`config.mk`:
```
export PLATFORM = sky130hd
export DESIGN_NAME = auth_usb_ctrl_tx_flat
export DESIGN_NICKNAME = d
export VERILOG_FILES = /design/src/rtl/auth_usb_ctrl_tx_pkg.sv /design/src/rtl/auth_usb_ctrl_tx_if.sv /design/src/rtl/auth_usb_ctrl_tx_serializer.sv /design/src/rtl/auth_usb_ctrl_tx.sv /design/src/flat_wrapper.sv
export SDC_FILE = /design/constraint.sdc
export NUM_CORES = 2
export LEC_CHECK = 0
export CORE_MARGIN = 4
export CORE_UTILIZATION = 47
export CTS_CLUSTER_SIZE = 24
export DETAILED_ROUTE_END_ITERATION = 12
export GPL_TIMING_DRIVEN = 0
export MAX_ROUTING_LAYER = met4
export PLACE_DENSITY = 0.72
export SLEW_MARGIN = 20
export SYNTH_ARGS = -nofsm -noshare
export SYNTH_HDL_FRONTEND = slang
export SYNTH_SLANG_ARGS = --single-unit
```
`constraint.sdc`:
```
create_clock -name clk -period 11.5 [get_ports clk]
set_clock_uncertainty 0.2 [all_clocks]
set_input_delay 3.45 -clock clk [delete_from_list [all_inputs] [get_ports clk]]
set_output_delay 3.45 -clock clk [all_outputs]
set_load 0.05 [all_outputs]
```
`src/rtl/auth_usb_ctrl_tx_pkg.sv`:
```
// Shared definitions for the authentication request transmitter:
// state encoding, SETUP packet layout and message sizing.
package auth_usb_ctrl_tx_pkg;

  localparam int SIZE_OF_HEADER_VARS     = 32;
  localparam int SIZE_OF_HEADER_IN_BYTES = SIZE_OF_HEADER_VARS / 8;
  localparam int MSG_LEN                 = 64;

  localparam int TX_HDR_BYTES     = SIZE_OF_HEADER_IN_BYTES;
  localparam int TX_PAYLOAD_BYTES = MSG_LEN - SIZE_OF_HEADER_IN_BYTES;

  localparam int SETUP_LEN   = 8;
  localparam int USB_DIR_BIT = 7;

  localparam int SIZE_OF_STATES_TX = 6;

  typedef enum logic [SIZE_OF_STATES_TX-1:0] {
    ST_IDLE        = 6'b000001,
    ST_SETUP       = 6'b000010,
    ST_DATA        = 6'b000100,
    ST_WAIT_STATUS = 6'b001000,
    ST_DONE        = 6'b010000,
    ST_RELEASE     = 6'b100000
  } tx_state_t;

  // Standard USB SETUP layout; wValue and wIndex are always sent as zero.
  function automatic logic [7:0] setup_byte(input logic [2:0]  idx,
                                            input logic [7:0]  req_type,
                                            input logic [7:0]  req_code,
                                            input logic [15:0] req_len);
    case (idx)
      3'd0:    setup_byte = req_type;
      3'd1:    setup_byte = req_code;
      3'd6:    setup_byte = req_len[7:0];
      3'd7:    setup_byte = req_len[15:8];
      default: setup_byte = 8'h00;
    endcase
  endfunction

endpackage

```
`src/rtl/auth_usb_ctrl_tx_if.sv`:
```
// Request and byte-link signals of the transmitter; the slave modport is the
// transmitter's view, the master modport is the initiator/link side.
interface auth_usb_ctrl_tx_if
  import auth_usb_ctrl_tx_pkg::*;
#(
  parameter int HDR_BYTES     = TX_HDR_BYTES,
  parameter int PAYLOAD_BYTES = TX_PAYLOAD_BYTES
) ();

  logic                       msg_valid;
  logic [7:0]                 bmRequestType;
  logic [7:0]                 bRequest;
  logic [15:0]                wLength;
  logic [31:0]                current_timeout;
  logic [8*HDR_BYTES-1:0]     header;
  logic [8*PAYLOAD_BYTES-1:0] payload;
  logic                       tx_ready;
  logic                       link_done;
  logic                       link_err;
  logic [7:0]                 tx_data;
  logic                       tx_valid;
  logic                       tx_last;
  logic                       msg_ack;
  logic                       busy;
  logic                       timeout_err;
  logic                       xfer_err;

  modport master (
    output msg_valid, bmRequestType, bRequest, wLength, current_timeout,
           header, payload, tx_ready, link_done, link_err,
    input  tx_data, tx_valid, tx_last, msg_ack, busy, timeout_err, xfer_err
  );

  modport slave (
    input  msg_valid, bmRequestType, bRequest, wLength, current_timeout,
           header, payload, tx_ready, link_done, link_err,
    output tx_data, tx_valid, tx_last, msg_ack, busy, timeout_err, xfer_err
  );

endinterface

```
`src/rtl/auth_usb_ctrl_tx_serializer.sv`:
```
// Counter-driven byte mux over the {payload,header} vector for the DATA stage,
// advancing on valid&&ready and flagging the final byte of len.
module auth_byte_serializer
  import auth_usb_ctrl_tx_pkg::*;
#(
  parameter int HDR_BYTES     = TX_HDR_BYTES,
  parameter int PAYLOAD_BYTES = TX_PAYLOAD_BYTES,
  parameter int CNT_W         = 16
) (
  input  logic                                   clk,
  input  logic                                   reset,
  input  logic                                   load,
  input  logic [CNT_W-1:0]                       len,
  input  logic [8*(HDR_BYTES+PAYLOAD_BYTES)-1:0] data,
  input  logic                                   valid,
  input  logic                                   ready,
  output logic [7:0]                             byte_out,
  output logic                                   last,
  output logic                                   done
);

  localparam int TOTAL_BYTES = HDR_BYTES + PAYLOAD_BYTES;

  logic [CNT_W-1:0] idx;

  assign last = (idx == len - CNT_W'(1));
  assign done = valid && ready && last;

  // The index parks on the last byte; the next load rewinds it.
  always_ff @(posedge clk) begin
    if (reset) begin
      idx <= '0;
    end else if (load) begin
      idx <= '0;
    end else if (valid && ready && !last) begin
      idx <= idx + CNT_W'(1);
    end
  end

  always_comb begin
    byte_out = '0;
    for (int i = 0; i < TOTAL_BYTES; i++) begin
      if (idx == CNT_W'(i)) begin
        byte_out = data[8*i +: 8];
      end
    end
  end

endmodule

```
`src/rtl/auth_usb_ctrl_tx.sv`:
```
// Transmit stage of the authentication initiator: captures one request, sends
// SETUP and optional DATA over the byte link, then waits for status and acks.
module auth_usb_ctrl_tx
  import auth_usb_ctrl_tx_pkg::*;
#(
  parameter int HDR_BYTES     = TX_HDR_BYTES,
  parameter int PAYLOAD_BYTES = TX_PAYLOAD_BYTES,
  parameter int CNT_W         = 16
) (
  input logic               clk,
  input logic               reset,
  auth_usb_ctrl_tx_if.slave bus
);

  localparam int         TOTAL_BYTES = HDR_BYTES + PAYLOAD_BYTES;
  localparam logic [2:0] SETUP_LAST  = 3'(SETUP_LEN - 1);

  tx_state_t state, state_next;

  logic [7:0]               req_type;
  logic [7:0]               req_code;
  logic [15:0]              req_len;
  logic [31:0]              req_timeout;
  logic [8*TOTAL_BYTES-1:0] req_data;
  logic [CNT_W-1:0]         data_len;
  logic [CNT_W-1:0]         len_clamped;

  logic [2:0]  setup_idx;
  logic [31:0] wait_cnt;

  logic tx_valid_q;
  logic msg_ack_q;
  logic timeout_err_q;
  logic xfer_err_q;

  logic       capture;
  logic       accept;
  logic       setup_last;
  logic       timeout_hit;
  logic       set_xfer_err;
  logic       set_timeout_err;
  logic [7:0] tx_data_c;
  logic       tx_last_c;

  logic       ser_valid;
  logic [7:0] ser_byte;
  logic       ser_last;
  logic       ser_done;

  assign capture     = (state == ST_IDLE) && bus.msg_valid;
  assign accept      = tx_valid_q && bus.tx_ready;
  assign setup_last  = (setup_idx == SETUP_LAST);
  assign ser_valid   = tx_valid_q && (state == ST_DATA);
  assign timeout_hit = (req_timeout != 32'd0) && (wait_cnt == req_timeout - 32'd1);

  always_comb begin
    if ({16'd0, bus.wLength} > 32'(TOTAL_BYTES)) begin
      len_clamped = CNT_W'(TOTAL_BYTES);
    end else begin
      len_clamped = CNT_W'(bus.wLength);
    end
  end

  // Request snapshot; later input changes cannot disturb a transfer in flight.
  always_ff @(posedge clk) begin
    if (reset) begin
      req_type    <= '0;
      req_code    <= '0;
      req_len     <= '0;
      req_timeout <= '0;
      req_data    <= '0;
      data_len    <= '0;
    end else if (capture) begin
      req_type    <= bus.bmRequestType;
      req_code    <= bus.bRequest;
      req_len     <= bus.wLength;
      req_timeout <= bus.current_timeout;
      req_data    <= {bus.payload, bus.header};
      data_len    <= len_clamped;
    end
  end

  always_ff @(posedge clk) begin
    if (reset) begin
      state         <= ST_IDLE;
      setup_idx     <= '0;
      wait_cnt      <= '0;
      tx_valid_q    <= 1'b0;
      msg_ack_q     <= 1'b0;
      timeout_err_q <= 1'b0;
      xfer_err_q    <= 1'b0;
    end else begin
      state <= state_next;
      if (capture) begin
        setup_idx <= '0;
      end else if ((state == ST_SETUP) && accept && !setup_last) begin
        setup_idx <= setup_idx + 3'd1;
      end
      wait_cnt      <= (state == ST_WAIT_STATUS) ? wait_cnt + 32'd1 : 32'd0;
      tx_valid_q    <= (state_next == ST_SETUP) || (state_next == ST_DATA);
      msg_ack_q     <= (state_next == ST_DONE);
      timeout_err_q <= set_timeout_err;
      xfer_err_q    <= set_xfer_err;
    end
  end

  // A link error wins over a byte handshake in the same cycle.
  always_comb begin
    state_next      = state;
    set_xfer_err    = 1'b0;
    set_timeout_err = 1'b0;
    tx_data_c       = 8'h00;
    tx_last_c       = 1'b0;
    case (state)
      ST_IDLE: begin
        if (bus.msg_valid) state_next = ST_SETUP;
      end
      ST_SETUP: begin
        tx_data_c = setup_byte(setup_idx, req_type, req_code, req_len);
        tx_last_c = setup_last;
        if (bus.link_err) begin
          set_xfer_err = 1'b1;
          state_next   = ST_DONE;
        end else if (accept && setup_last) begin
          if (req_type[USB_DIR_BIT] || (data_len == '0)) state_next = ST_WAIT_STATUS;
          else                                           state_next = ST_DATA;
        end
      end
      ST_DATA: begin
        tx_data_c = ser_byte;
        tx_last_c = ser_last;
        if (bus.link_err) begin
          set_xfer_err = 1'b1;
          state_next   = ST_DONE;
        end else if (ser_done) begin
          state_next = ST_WAIT_STATUS;
        end
      end
      ST_WAIT_STATUS: begin
        if (bus.link_done) begin
          state_next = ST_DONE;
        end else if (bus.link_err) begin
          set_xfer_err = 1'b1;
          state_next   = ST_DONE;
        end else if (timeout_hit) begin
          set_timeout_err = 1'b1;
          state_next      = ST_DONE;
        end
      end
      ST_DONE: begin
        state_next = ST_RELEASE;
      end
      ST_RELEASE: begin
        if (!bus.msg_valid) state_next = ST_IDLE;
      end
      default: begin
        state_next = ST_IDLE;
      end
    endcase
  end

  auth_byte_serializer #(
    .HDR_BYTES     (HDR_BYTES),
    .PAYLOAD_BYTES (PAYLOAD_BYTES),
    .CNT_W         (CNT_W)
  ) u_serializer (
    .clk      (clk),
    .reset    (reset),
    .load     (capture),
    .len      (data_len),
    .data     (req_data),
    .valid    (ser_valid),
    .ready    (bus.tx_ready),
    .byte_out (ser_byte),
    .last     (ser_last),
    .done     (ser_done)
  );

  assign bus.tx_data     = tx_data_c;
  assign bus.tx_last     = tx_last_c;
  assign bus.tx_valid    = tx_valid_q;
  assign bus.msg_ack     = msg_ack_q;
  assign bus.timeout_err = timeout_err_q;
  assign bus.xfer_err    = xfer_err_q;
  assign bus.busy        = (state != ST_IDLE);

endmodule

```
`src/flat_wrapper.sv`:
```
// flat-port wrapper written by rule: the top's interface ports become plain ports
module auth_usb_ctrl_tx_flat import auth_usb_ctrl_tx_pkg::*;
#(
  parameter int HDR_BYTES     = TX_HDR_BYTES,
  parameter int PAYLOAD_BYTES = TX_PAYLOAD_BYTES,
  parameter int CNT_W         = 16
)
  (clk, reset, bus_msg_valid, bus_bmRequestType, bus_bRequest, bus_wLength, bus_current_timeout, bus_header, bus_payload, bus_tx_ready, bus_link_done, bus_link_err, bus_tx_data, bus_tx_valid, bus_tx_last, bus_msg_ack, bus_busy, bus_timeout_err, bus_xfer_err);
  auth_usb_ctrl_tx_if #(.HDR_BYTES(HDR_BYTES), .PAYLOAD_BYTES(PAYLOAD_BYTES)) bus_i ();
  input logic clk;
  input logic reset;
  input wire logic [$bits(bus_i.msg_valid)-1:0] bus_msg_valid;
  input wire logic [$bits(bus_i.bmRequestType)-1:0] bus_bmRequestType;
  input wire logic [$bits(bus_i.bRequest)-1:0] bus_bRequest;
  input wire logic [$bits(bus_i.wLength)-1:0] bus_wLength;
  input wire logic [$bits(bus_i.current_timeout)-1:0] bus_current_timeout;
  input wire logic [$bits(bus_i.header)-1:0] bus_header;
  input wire logic [$bits(bus_i.payload)-1:0] bus_payload;
  input wire logic [$bits(bus_i.tx_ready)-1:0] bus_tx_ready;
  input wire logic [$bits(bus_i.link_done)-1:0] bus_link_done;
  input wire logic [$bits(bus_i.link_err)-1:0] bus_link_err;
  output wire logic [$bits(bus_i.tx_data)-1:0] bus_tx_data;
  output wire logic [$bits(bus_i.tx_valid)-1:0] bus_tx_valid;
  output wire logic [$bits(bus_i.tx_last)-1:0] bus_tx_last;
  output wire logic [$bits(bus_i.msg_ack)-1:0] bus_msg_ack;
  output wire logic [$bits(bus_i.busy)-1:0] bus_busy;
  output wire logic [$bits(bus_i.timeout_err)-1:0] bus_timeout_err;
  output wire logic [$bits(bus_i.xfer_err)-1:0] bus_xfer_err;
  assign bus_i.msg_valid = bus_msg_valid;
  assign bus_i.bmRequestType = bus_bmRequestType;
  assign bus_i.bRequest = bus_bRequest;
  assign bus_i.wLength = bus_wLength;
  assign bus_i.current_timeout = bus_current_timeout;
  assign bus_i.header = bus_header;
  assign bus_i.payload = bus_payload;
  assign bus_i.tx_ready = bus_tx_ready;
  assign bus_i.link_done = bus_link_done;
  assign bus_i.link_err = bus_link_err;
  assign bus_tx_data = bus_i.tx_data;
  assign bus_tx_valid = bus_i.tx_valid;
  assign bus_tx_last = bus_i.tx_last;
  assign bus_msg_ack = bus_i.msg_ack;
  assign bus_busy = bus_i.busy;
  assign bus_timeout_err = bus_i.timeout_err;
  assign bus_xfer_err = bus_i.xfer_err;
  auth_usb_ctrl_tx #(.HDR_BYTES(HDR_BYTES), .PAYLOAD_BYTES(PAYLOAD_BYTES), .CNT_W(CNT_W)) u_core (.clk(clk), .reset(reset), .bus(bus_i));
endmodule
```
==> results_dict.tcl <==
set metrics [dict create \
    cts_made_buffers 70 \
    end_kind "output pin" \
    gp_congestion 1.11 \
    async_reset_ff_share_pct 0 \
    grt_pass1_vias 35800 \
    synth_cells 4346 \
    yosysTopAreaCell "dfxtp_1" \
    core-area_um2 67200 \
    whs_ns 0.254 \
    nets 5611 \
    ctsHoldBuffers 0 \
    hold_path.class "flip-flop to flip-flop" \
    critPathRequiredTime_ns 7.85 \
    utilization_pct 61.7 \
    fin_crit_ns 11.27 \
    grt_use_total_pct 48.5 \
    vias 38900 \
    place_hpwl_um 141000 \
    die_x_um 268 \
    cp-startpoint "u_core.u_serializer.idx[1]" \
    drv_slew 0 \
    ios 596 \
    start_util_pct 47.4 \
    cts_root_buf "clkbuf_16" \
    clock-sinks 653 \
    first_pass_iters 9 \
    wl_per_cell_um 30.1 \
    portBuffers 595 \
    power.density_nw_per_um2 145 \
    grt_max_degree 15 \
    yosysSeqAreaShare_pct 41.1 \
    htreeDepth 3 \
    drt-initial-drc-count 6427 \
    synth_cell_types 98 \
    maxCapViolCount 0 \
    slew_headroom_pct 13.2 \
    synth_flop_cell "dfxtp_1" \
    clk_pin_slew_ns 0.06 \
    cp_common_cell "clkbuf_1" \
    wirelength_um 179000 \
    crit_arrival_ns 7.62 \
    cts_tree "done" \
    synth-seq-cells 653 \
    syn_area_per_cell_um2 7.33 \
    drcViolationCount 0 \
    outcome "completed" \
    syn2layout_area_growth_pct 30.1 \
    ys_warn_count 0 \
    crit_type "flip-flop to output pin" \
    ctsResizeCount 0 \
    setup_tns_ns 0 \
    vias_per_cell 6.52 \
    clkLatencyLatePin_ns 0.65 \
    fin_crit_sh_pct 98.0 \
    antenna_found_initial 12 \
    slowest_delay_ns 1.02 \
    syn_area_um2 31800 \
    r2r-start "u_core.req_timeout[2]" \
    synth_top_area_share_pct 41.1 \
    startpoint_type "flip-flop" \
    rsz0062_at_grt "false" \
    n_fill_cell 6229 \
    critPathSlowestCell "buf_1" \
    chipHeight_um 268 \
    grt_pass1_wl_um 245000 \
    worstPathCellList "ha_1 > clkbuf_1 > clkbuf_1 > clkbuf_2 > buf_1 > a21oi_1 > a221oi_1 > a211oi_1 > o21ai_0 > nand3_1 > nand4_1 > a31oi_1 > clkdlybuf4s50_1" \
    peakVddDrop_mv 0.138 \
    tightest_slew_ns 1.30 \
    worstHoldStart "u_core.req_data[16]" \
    synth_area_leaders "dfxtp_1 (41%), nand2_1 (16%), a21oi_1 (11%)" \
    postRouteAntennaNets 0 \
    final_cell_mix "nand2_1 (1323), a21oi_1 (713), dfxtp_1 (653)" \
    hold_viol_final 0 \
    rows 95 \
    synth_enable_flop_cells 0 \
    syn_nets 4941 \
    cp_max_fo 10 \
    fmax_mhz 88.7 \
    post_cts_buffers 0 \
    layout_commonest_cell "nand2_1" \
    max-clock-path-buffers 3 \
    finalSetupViolCount 0 \
    final_layout_size_suffix_gt1_share_pct 3.97 \
    grt_overflow_total 0 \
    die_area_um2 72000 \
    power.leakage_nw 14.8 \
    p_total_mw 6.02 \
]
flip-flops by register name, indices dropped and copies added (netlist names), 6 cells and up:
| register | flops |
|---|---|
| u_core.req_timeout | 32 |
| u_core.state | 6 |
| u_core.req_data | 512 |
| u_core.req_code | 8 |
| u_core.data_len | 16 |
| u_core.u_serializer.idx | 16 |
| u_core.wait_cnt | 32 |
| u_core.req_type | 8 |
| u_core.req_len | 16 |
cells in the mapped netlist, types with 14 or more instances:
master    count
a211oi_1     26
a21oi_1     714
a221o_1      15
a221oi_1     44
a22oi_1      37
a31oi_1      30
a32oi_1      14
and3_1       33
clkbuf_1    325
dfxtp_1     653
inv_1        34
nand2_1    1323
nand2b_1     23
nand3_1      64
nand3b_1     16
nand4_1      49
nor2_1      158
nor2b_1      18
nor3_1       55
nor4_1       34
o211ai_1     28
o21a_1       16
o21ai_0     138
o221ai_1     33
o22ai_1      53
or3_1        19
xnor2_1      50
xor2_1       39
cells by family (layout without fill, tap and decap cells):
group | count (synthesis) | after routing | synth area share, %
multiplexers | 11 | 11 | 0.365
adder cells (fa/ha/maj) | 13 | 13 | 0.511
AO/OA/AOI/OAI | 1298 | 1298 | 24.8
AND/OR/NAND/NOR | 1891 | 1891 | 26.1
other | 0 | 18 | 0
flip-flops | 653 | 653 | 41.1
XOR/XNOR | 89 | 89 | 2.45
buffers and inverters | 391 | 1110 | 4.74
area by class of cell:
type                            count  area, um^2  area share (%)
Antenna cell                       18        45.0           0.109
Clock buffer                       90        1950            4.70
Buffer                            356        1390            3.34
Timing Repair Buffer              598        5980            14.4
Sequential cell                   653       13100            31.6
Multi-Input combinational cell   3302       17300            41.8
Inverter                           35         131           0.317
Clock inverter                     31         458            1.11
Tap cell                          873        1090            2.64
where the power goes:
part	switching (mW)	internal, mW
Clock	1.01	1.41
Combinational	0.593	0.397
Sequential	0.174	2.44
Total	1.78	4.24
per-layer routing:
layer	global-route usage [%]	wire length, um
met5	-	0
met4	28.7	14000
met3	13.6	22900
met2	70.1	74500
met1	60.4	68000
metrics by stage:
step                worst slack (ns)  cells  area (um^2)
global placement                1.29   5814        38900
detailed placement              1.27   5817        39000
CTS                            0.539   5938        41400
floorplan                       4.47   4346        31800
finish                         0.229   5956        41400
global route                   0.631   5950        41400
critical path, delay by kind of cell, from the launching register on:
kind / cells / cell delay (ns)
AOI/OAI and AO/OA: 5 / 1.85
adders and majority gates: 1 / 0.38
buffers and inverters: 5 / 3.65
DFF: 1 / 0.53
and+or+nand+nor: 2 / 0.53
worst paths after layout:
check	to	cells past startpoint	slack, ns
worst max-delay path	bus_tx_data[7]	13	0.23
worst min-delay path	u_core.req_data[16]	2	0.25
worst max register to register	u_core.bus.msg_ack	9	7.12
worst min register to register	u_core.req_data[16]	2	0.25
Power figures use the tool's default switching activity.
